$ cat config.mk
export PLATFORM = sky130hd
export DESIGN_NAME = dmem_bridge
export DESIGN_NICKNAME = d
export VERILOG_FILES = /design/src/rtl/mem_pkg.sv /design/src/rtl/dmem_lane_align.sv /design/src/rtl/dmem_bridge.sv
export SDC_FILE = /design/constraint.sdc
export NUM_CORES = 1
export LEC_CHECK = 0
export CORE_MARGIN = 4
export CORE_UTILIZATION = 40
export DETAILED_ROUTE_END_ITERATION = 7
export PLACE_DENSITY = 0.77
export SLEW_MARGIN = 20
export SYNTH_ARGS = -nofsm -noshare
export SYNTH_HDL_FRONTEND = slang
export SYNTH_HIERARCHICAL = 1
export SYNTH_SLANG_ARGS = --single-unit
$ cat constraint.sdc
create_clock -name clk -period 2.9 [get_ports clk]
set_input_delay 0.435 -clock clk [delete_from_list [all_inputs] [get_ports clk]]
set_output_delay 0.435 -clock clk [all_outputs]
set_load 0.05 [all_outputs]
$ cat src/rtl/mem_pkg.sv
// Shared types for the data-memory bridge: access sizes, FSM states and a lane-shift helper.
package mem_pkg;

    typedef enum logic [1:0] {
        MEM_BYTE = 2'b00,
        MEM_HALF = 2'b01,
        MEM_WORD = 2'b10
    } mem_size_e;

    typedef logic [1:0] dmem_state_e;

    localparam dmem_state_e IDLE = 2'd0;
    localparam dmem_state_e REQ  = 2'd1;
    localparam dmem_state_e WAIT = 2'd2;
    localparam dmem_state_e DONE = 2'd3;

    // Bit shift amount for a byte offset within a 32-bit word.
    function automatic logic [4:0] lane_shamt(input logic [1:0] off);
        return {off, 3'b000};
    endfunction

endpackage

$ cat src/rtl/dmem_lane_align.sv
// Combinational lane steering: byte enables, store-data shift, load-data right-align and
// alignment check for a 32-bit little-endian bus.
module dmem_lane_align
    import mem_pkg::*;
(
    input  logic [1:0]  off_i,
    input  logic [1:0]  size_i,
    input  logic [31:0] wdata_i,
    input  logic [31:0] rdata_i,
    output logic [3:0]  be_o,
    output logic [31:0] wdata_o,
    output logic [31:0] rdata_o,
    output logic        misaligned_o
);

    always_comb begin
        be_o         = 4'b0000;
        misaligned_o = 1'b1;
        case (size_i)
            MEM_BYTE: begin
                be_o         = 4'b0001 << off_i;
                misaligned_o = 1'b0;
            end
            MEM_HALF: begin
                be_o         = 4'b0011 << off_i;
                misaligned_o = off_i[0];
            end
            MEM_WORD: begin
                be_o         = 4'b1111;
                misaligned_o = (off_i != 2'b00);
            end
            default: ;
        endcase
    end

    // Upper store bytes fall off the top; they never wrap into low lanes.
    assign wdata_o = wdata_i << lane_shamt(off_i);
    assign rdata_o = rdata_i >> lane_shamt(off_i);

endmodule

$ cat src/rtl/dmem_bridge.sv
// LSU to data-memory bus bridge: req/gnt/rvalid handshake with wait states, core stall,
// alignment fault and bus timeout reporting.
module dmem_bridge
    import mem_pkg::*;
#(
    parameter int unsigned TIMEOUT_CYCLES = 16
) (
    input  logic        clk,
    input  logic        rst_n,
    input  logic        rd_en,
    input  logic        wr_en,
    input  logic [1:0]  size,
    input  logic [31:0] addr,
    input  logic [31:0] wdata,
    output logic [31:0] rdata,
    output logic        stall,
    output logic        rsp_valid,
    output logic        misaligned,
    output logic        bus_err,
    output logic        mem_req,
    output logic        mem_we,
    output logic [31:0] mem_addr,
    output logic [3:0]  mem_be,
    output logic [31:0] mem_wdata,
    input  logic        mem_gnt,
    input  logic        mem_rvalid,
    input  logic [31:0] mem_rdata
);

    localparam int unsigned CntW = (TIMEOUT_CYCLES > 2) ? $clog2(TIMEOUT_CYCLES) : 1;
    localparam logic [CntW-1:0] TmoLast = CntW'(TIMEOUT_CYCLES == 0 ? 0 : TIMEOUT_CYCLES - 1);

    dmem_state_e     state_q, state_d;
    logic [1:0]      off_q, off_d;
    logic [CntW-1:0] cnt_q, cnt_d;
    logic            mem_req_q, mem_req_d;
    logic            mem_we_q, mem_we_d;
    logic [31:0]     mem_addr_q, mem_addr_d;
    logic [3:0]      mem_be_q, mem_be_d;
    logic [31:0]     mem_wdata_q, mem_wdata_d;
    logic [31:0]     rdata_q, rdata_d;
    logic            rsp_valid_q, rsp_valid_d;
    logic            misaligned_q, misaligned_d;
    logic            bus_err_q, bus_err_d;

    logic            access;
    logic            tmo_hit;
    logic [1:0]      off;
    logic [3:0]      be;
    logic [31:0]     wdata_sh;
    logic [31:0]     rdata_sh;
    logic            mis;

    assign access  = rd_en | wr_en;
    assign tmo_hit = (TIMEOUT_CYCLES != 0) && (cnt_q == TmoLast);
    // Request inputs are only trusted in IDLE; afterwards the captured offset is used.
    assign off     = (state_q == IDLE) ? addr[1:0] : off_q;

    dmem_lane_align u_lane_align (
        .off_i        (off),
        .size_i       (size),
        .wdata_i      (wdata),
        .rdata_i      (mem_rdata),
        .be_o         (be),
        .wdata_o      (wdata_sh),
        .rdata_o      (rdata_sh),
        .misaligned_o (mis)
    );

    always_comb begin
        state_d      = state_q;
        off_d        = off_q;
        cnt_d        = cnt_q;
        mem_req_d    = 1'b0;
        mem_we_d     = mem_we_q;
        mem_addr_d   = mem_addr_q;
        mem_be_d     = mem_be_q;
        mem_wdata_d  = mem_wdata_q;
        rdata_d      = rdata_q;
        rsp_valid_d  = 1'b0;
        misaligned_d = 1'b0;
        bus_err_d    = 1'b0;
        unique case (state_q)
            IDLE: begin
                if (access) begin
                    off_d       = addr[1:0];
                    mem_we_d    = wr_en;
                    mem_addr_d  = {addr[31:2], 2'b00};
                    mem_be_d    = be;
                    mem_wdata_d = wdata_sh;
                    if (mis) begin
                        state_d      = DONE;
                        rsp_valid_d  = 1'b1;
                        misaligned_d = 1'b1;
                        rdata_d      = '0;
                    end else begin
                        state_d   = REQ;
                        mem_req_d = 1'b1;
                        cnt_d     = '0;
                    end
                end
            end
            REQ: begin
                cnt_d     = cnt_q + CntW'(1);
                mem_req_d = 1'b1;
                if (mem_gnt) begin
                    mem_req_d = 1'b0;
                    if (mem_we_q) begin
                        state_d     = DONE;
                        rsp_valid_d = 1'b1;
                    end else if (mem_rvalid) begin
                        state_d     = DONE;
                        rsp_valid_d = 1'b1;
                        rdata_d     = rdata_sh;
                    end else begin
                        state_d = WAIT;
                    end
                end else if (tmo_hit) begin
                    state_d     = DONE;
                    mem_req_d   = 1'b0;
                    rsp_valid_d = 1'b1;
                    bus_err_d   = 1'b1;
                    rdata_d     = '0;
                end
            end
            WAIT: begin
                cnt_d = cnt_q + CntW'(1);
                if (mem_rvalid) begin
                    state_d     = DONE;
                    rsp_valid_d = 1'b1;
                    rdata_d     = rdata_sh;
                end else if (tmo_hit) begin
                    state_d     = DONE;
                    rsp_valid_d = 1'b1;
                    bus_err_d   = 1'b1;
                    rdata_d     = '0;
                end
            end
            DONE: begin
                // Core advances on this edge, so IDLE sees either nothing or a fresh request.
                state_d = IDLE;
            end
            default: state_d = IDLE;
        endcase
    end

    always_ff @(posedge clk or negedge rst_n) begin
        if (!rst_n) begin
            state_q      <= IDLE;
            off_q        <= '0;
            cnt_q        <= '0;
            mem_req_q    <= 1'b0;
            mem_we_q     <= 1'b0;
            mem_addr_q   <= '0;
            mem_be_q     <= '0;
            mem_wdata_q  <= '0;
            rdata_q      <= '0;
            rsp_valid_q  <= 1'b0;
            misaligned_q <= 1'b0;
            bus_err_q    <= 1'b0;
        end else begin
            state_q      <= state_d;
            off_q        <= off_d;
            cnt_q        <= cnt_d;
            mem_req_q    <= mem_req_d;
            mem_we_q     <= mem_we_d;
            mem_addr_q   <= mem_addr_d;
            mem_be_q     <= mem_be_d;
            mem_wdata_q  <= mem_wdata_d;
            rdata_q      <= rdata_d;
            rsp_valid_q  <= rsp_valid_d;
            misaligned_q <= misaligned_d;
            bus_err_q    <= bus_err_d;
        end
    end

    assign stall      = ((state_q == IDLE) && access) || (state_q == REQ) || (state_q == WAIT);
    assign rdata      = rdata_q;
    assign rsp_valid  = rsp_valid_q;
    assign misaligned = misaligned_q;
    assign bus_err    = bus_err_q;
    assign mem_req    = mem_req_q;
    assign mem_we     = mem_we_q;
    assign mem_addr   = mem_addr_q;
    assign mem_be     = mem_be_q;
    assign mem_wdata  = mem_wdata_q;

endmodule
* After elaboration in Yosys (flattened, before gate mapping)
Index checks and enable logic that the tools add are counted.
Storage, ports and cells: flip-flop bits (word level) 111, bits of input ports 104, output and inout port bits 106, word-level logic and storage cells 80
Operators by class: add/subtract/negate cells 1, equality and inequality tests 11, shift-type cells 4, muxes and demuxes 39, bitwise operators 1, reductions and logical operators 12
Operator list (count):
- two-way mux 32 bit | 7
- one-hot mux 32 bit (3 select lines) | 1
- left shift 32 x 5 -> 32 bit | 1
- >> shifter 32 x 5 -> 32 bit | 1
- two-way mux 1 bit | 16
- two-way mux 2 bit | 6
- one-hot mux 4 bit (3 select lines) | 1
- two-way mux 4 bit | 2
- one-hot mux 2 bit (4 select lines) | 1
- one-hot mux 4 bit (2 select lines) | 1
- == test 2 bit (second input constant) | 3
- != test 2 bit (second input constant) | 3
- != test 3 bit (second input constant) | 2
- one-hot mux 1 bit (3 select lines) | 2
- AND reduction 5 bit | 1
- adder 4 x 1 -> 4 bit (second input constant) | 1
- == test 2 x 1 -> 1 bit (second input constant) | 2
- == test 4 bit (second input constant) | 1
- zero test 2 bit | 2
- one-hot mux 1 bit (2 select lines) | 2
- nonzero test 2 bit | 2
- left shift 1 x 2 -> 4 bit (first input constant) | 1
- left shift 2 x 2 -> 4 bit (first input constant) | 1
- AND reduction 3 bit | 1
- 6 further kinds | 7

* Logic depth before layout (Yosys ltp)
depth in word-level cells 7, gate-level depth with buffers 13, mapped depth without buffers 9

* Cells and area by module
Netlist, hierarchy kept.
By module, submodules not included:
- dmem_bridge | instances 1, cells each 439, area each 4391.7 um^2, sequential area each 2777.7 um^2
- dmem_lane_align | instances 1, cells each 141, area each 1191.1 um^2, sequential area each 0.0 um^2

* Worst setup path after synthesis
No wires, ideal clock.
kind reg-to-reg, from reg state_q[0], to reg rdata_q[16], in the netlist rdata[16], library setup time 0.121 ns, data arrival time 2.730 ns, required time 2.779 ns, slack 0.049 ns, cell stages (with the launch flop) 14, path buffers 4, period minus slack after synthesis 2.851 ns, path through dfrtp_1 -> inv_1 -> ha_1 -> clkbuf_1 -> mux2_2 -> buf_4 -> o21a_1 -> o22a_1 -> o21ai_2 -> a221oi_2 -> and3_1 -> buf_2 -> buf_4 -> a22o_1
On the way: elaborated cells between the ends (all ways) 18, classes of those cells 6 x eq/ne; 1 x shift; 7 x mux; 4 x reduce/logical
RTL lines:
- start: declaration | line dmem_bridge.sv:33 | dmem_state_e state_q, state_d;
- start signal: assignment | line dmem_bridge.sv:162 | state_q <= state_d;
- zero test 2 bit * | line dmem_bridge.sv:57 | assign off = (state_q == IDLE) ? addr[1:0] : off_q;
- two-way mux 2 bit * | line dmem_bridge.sv:57
- via off[0] | line dmem_bridge.sv:48 | logic [1:0] off;
- nonzero test 2 bit | line dmem_lane_align.sv:30 | misaligned_o = (off_i != 2'b00);
- one-hot mux 1 bit (3 select lines) * | line dmem_lane_align.sv:19 | case (size_i)
- via mis | line dmem_bridge.sv:52 | logic mis;
- != test 2 bit (no source line) *
- AND reduction 5 bit (no source line) *
- end signal: assignment | line dmem_bridge.sv:170 | rdata_q <= rdata_d;
- end: declaration | line dmem_bridge.sv:41 | logic [31:0] rdata_q, rdata_d;
The timed path passes the listed nets; every way through them passes the cells marked *. The select of a mux whose other input is x is not followed. A chain may end at the register's enable or synchronous reset.

* Worst setup path in the final report
from reg state_q[0], to reg rdata_q[18], in the netlist rdata[18]
The elaborated chain is that of the path after synthesis.

==> out/qor.json <==
{
  "min_period_ps": 2566,
  "n_fill_cell": 1144,
  "floorplan.die.width_um": 126.1,
  "cts_hold_buf": 0,
  "power_per_cell_area_nw_per_um2": 1292,
  "finalCritPeriodShare_pct": 88.48,
  "timing.fmax_ghz": 0.3897,
  "end_kind": "register",
  "cell_count_post_placement": 933,
  "cp_slowest_cell": "dfrtp_1",
  "drtIter0Drc": 353,
  "share_of_cells_above_drive_strength_1_pct": 4.787,
  "all_layer_global_routing_usage_pct": 20.82,
  "gp_congestion": 0.8588,
  "synthMostInstantiatedCell": "nand2_1",
  "required_ps": 3130,
  "worst_path_most_repeated_cell": "o21ai_2",
  "min_path_type": "in -> async",
  "yosys_most_used_dff": "dfrtp_1",
  "maximum_number_of_pins_on_one_net_before_global_route_repair": 70,
  "htree_levels": 3,
  "outcome": "finished clean",
  "synth.avg_cell_area_um2": 9.626,
  "design.portCount": 210,
  "timing.critical_path.from_type": "register",
  "drc_errors": 0,
  "route.detailed.wl_per_inst_um": 17.53,
  "layout.cells.non_filler": 949,
  "async_flop_share_pct": 100.0,
  "areaGrowthSynthToFinish_pct": 44.67,
  "ys_ff_latch": 111,
  "cp_cell_sequence": "inv_1 -> ha_1 -> mux2_2 -> o21a_1 -> o22a_1 -> o21ai_2 -> a221oi_2 -> o21ai_2 -> buf_4 -> a22o_1",
  "fin_nets": 878,
  "drtPass1Iterations": 4,
  "diodes": 0,
  "number_of_sinks_on_the_clock_net": 111,
  "fp.coreArea_um2": 13450,
  "worst_ep_arrival_time_ps": 2800,
  "synth_top_cell_area_share_pct": 49.75,
  "setup_total_negative_slack_ps": 0,
  "max_cap_viol_count": 0,
  "via_per_inst": 5.184,
  "clock_skew_ps": 6.346,
  "synth.yosys.seq_area_share_pct": 49.75,
  "worst_ir_drop_vdd_mv": 0.7688,
  "cts-root-buf": "clkbuf_16",
  "maxSlewViolCount": 0,
  "worstMarginPinSlew_ps": 723.4,
  "synth_warnings": 6,
  "final_antenna_net_count": 0,
  "clock_tree.buffer_depth": 2,
  "cts_setup_buffers": 0,
  "clock_tree_from_tritoncts": "done",
  "synthDistinctLibCells": 46,
  "die_area_um2": 15910,
  "max_slew_margin_pct": 51.77,
  "cp_max_fo": 32,
  "syn_inst": 580,
  "postCtsResizedCells": 0,
  "setup-violations-final": 0,
  "rsz0062_at_grt": "no",
  "synth.top_cells.by_count": "216 x nand2_1, 111 x dfrtp_1, 66 x mux2i_1",
  "area_post_placement_um2": 7752,
  "detailed_placer_s_ending_hpwl_mm": 11.94,
  "yosys-top-cells-area": "dfrtp_1 50%, nand2_1 15%, mux2i_1 12%, a22o_1 5.0%, o2bb2ai_1 2.5%",
  "synth_area_leader_cell": "dfrtp_1",
  "number_of_global_route_vias_before_repair": 5169,
  "core.rowCount": 42,
  "globalRouteOverflowTotal": 0,
  "leakage_power_figure_nw": 3.808,
  "sum_of_routed_wire_length_over_all_layers_mm": 16.63,
  "number_of_synthesized_flops_with_an_enable_pin": 0,
  "worst_path_class_setup": "reg -> reg",
  "clkTransAtPathRegs_ps": 70,
  "starting_utilization_of_the_core_area_pct": 41.50,
  "core_util_final_pct": 60.04,
  "initial_antenna_violation_count": 0,
  "cts_buffers": 9,
  "die_h_um": 126.1,
  "final-hold-violation-count": 0,
  "cp_slowest_stage_delay_ps": 430,
  "finish.instance_area_um2": 8077,
  "post_synthesis_cell_area_um2": 5583,
  "worstSkewPairLatency_ps": 350,
  "number_of_buffers_inserted_by_port_buffering": 207,
  "grt_pass1_wl_mm": 26.82,
  "dr_total_vias": 4920
}
==> sequential cells by signal, indices dropped and copies added (netlist names) <==
name	flops
misaligned	1
rsp_valid	1
off_q	2
bus_err	1
rdata	32
mem_we	1
mem_addr	30
state_q	2
mem_be	4
mem_wdata	32
mem_req	1
cnt_q	4
==> where the power goes <==
group,leakage [nW],total [mW],internal (mW),switching [mW]
sequential,1.44,2.57,2.17,0.394
combinational,2.21,6.51,2.25,4.26
clock,0.156,1.35,0.782,0.572
==> final timing paths <==
| kind | slack (ps) | start | to | depth (start not counted) |
|---|---|---|---|---|
| min | 70 | rst_n | mem_req | 1 |
| max in group asynchronous | 2060 | rst_n | mem_addr[11] | 2 |
| min in group clk | 470 | mem_wdata[26] | mem_wdata[26] | 2 |
| max reg2reg | 330 | state_q[0] | rdata[18] | 10 |
| min reg2reg | 470 | mem_wdata[26] | mem_wdata[26] | 2 |
| max | 330 | state_q[0] | rdata[18] | 10 |
==> cell type report <==
cell class,instances,area [um2],area share [%]
well taps,176,220.2,2.727
flip-flops and latches,111,2778,34.39
clock inverters,5,81.33,1.007
clock buffers,11,242.7,3.005
inverters,4,15.01,0.1859
repair buffers,218,2200,27.23
multi-input cells,424,2540,31.45
==> stage by stage <==
stage	hold slack (ps)	total power [mW]	setup WS, ps
after floorplan	139.4	7.130	49.37
after global placement	452.9	8.952	350.2
after detailed placement	458.0	9.109	295.6
after CTS	75.92	10.50	361.3
after global routing	97.47	11.03	225.6
final	72.34	10.43	334.1
==> cells in the final DEF, fill, tap and decap left out, drive strengths merged, types with 2 or more instances in the layout <==
| cell type | instances |
|---|---|
| o31ai | 3 |
| and2 | 17 |
| inv | 4 |
| a22o | 32 |
| o21ai | 5 |
| buf | 13 |
| a211oi | 3 |
| nand3b | 2 |
| dfrtp | 111 |
| o21bai | 2 |
| ha | 6 |
| o2bb2ai | 16 |
| o21a | 3 |
| nand2 | 216 |
| a21o | 2 |
| nor2 | 19 |
| mux2i | 66 |
| and3 | 2 |
| o311ai | 2 |
| conb | 2 |
| bufinv | 2 |
| a21oi | 2 |
| nand3 | 6 |
| nand2b | 5 |
| clkdlybuf4s50 | 205 |
| mux2 | 2 |
| clkbuf | 11 |
| clkinv | 2 |
==> routing by layer <==
metal | global-route usage, % | vias up | routed length, um
met1 | 24.97 | 2361 | 6859
met2 | 34.08 | 207 | 7705
li1 | - | 2326 | -
met3 | 8.044 | 26 | 1732
met5 | 0 | - | 0
met4 | 7.634 | 0 | 335
==> cells by family (layout without fill, tap and decap cells) <==
group,after synthesis,after routing,synth area share (%)
other,1,2,0.06717
buffers and inverters,46,238,5.109
and+or+nand+nor,273,273,20.33
DFF,111,111,49.75
adders and majority gates,6,6,1.345
AOI/OAI and AO/OA,75,75,11.16
muxes,68,68,12.24
==> worst max-delay path: cells and delay by family (launching register included) <==
family,cells,cell delay (ps)
AOI/OAI and AO/OA,6,1140
DFF,1,430
buffers and inverters,2,350
muxes,1,270
adders and majority gates,1,240
No activity file was read; power rests on OpenSTA's default activity.
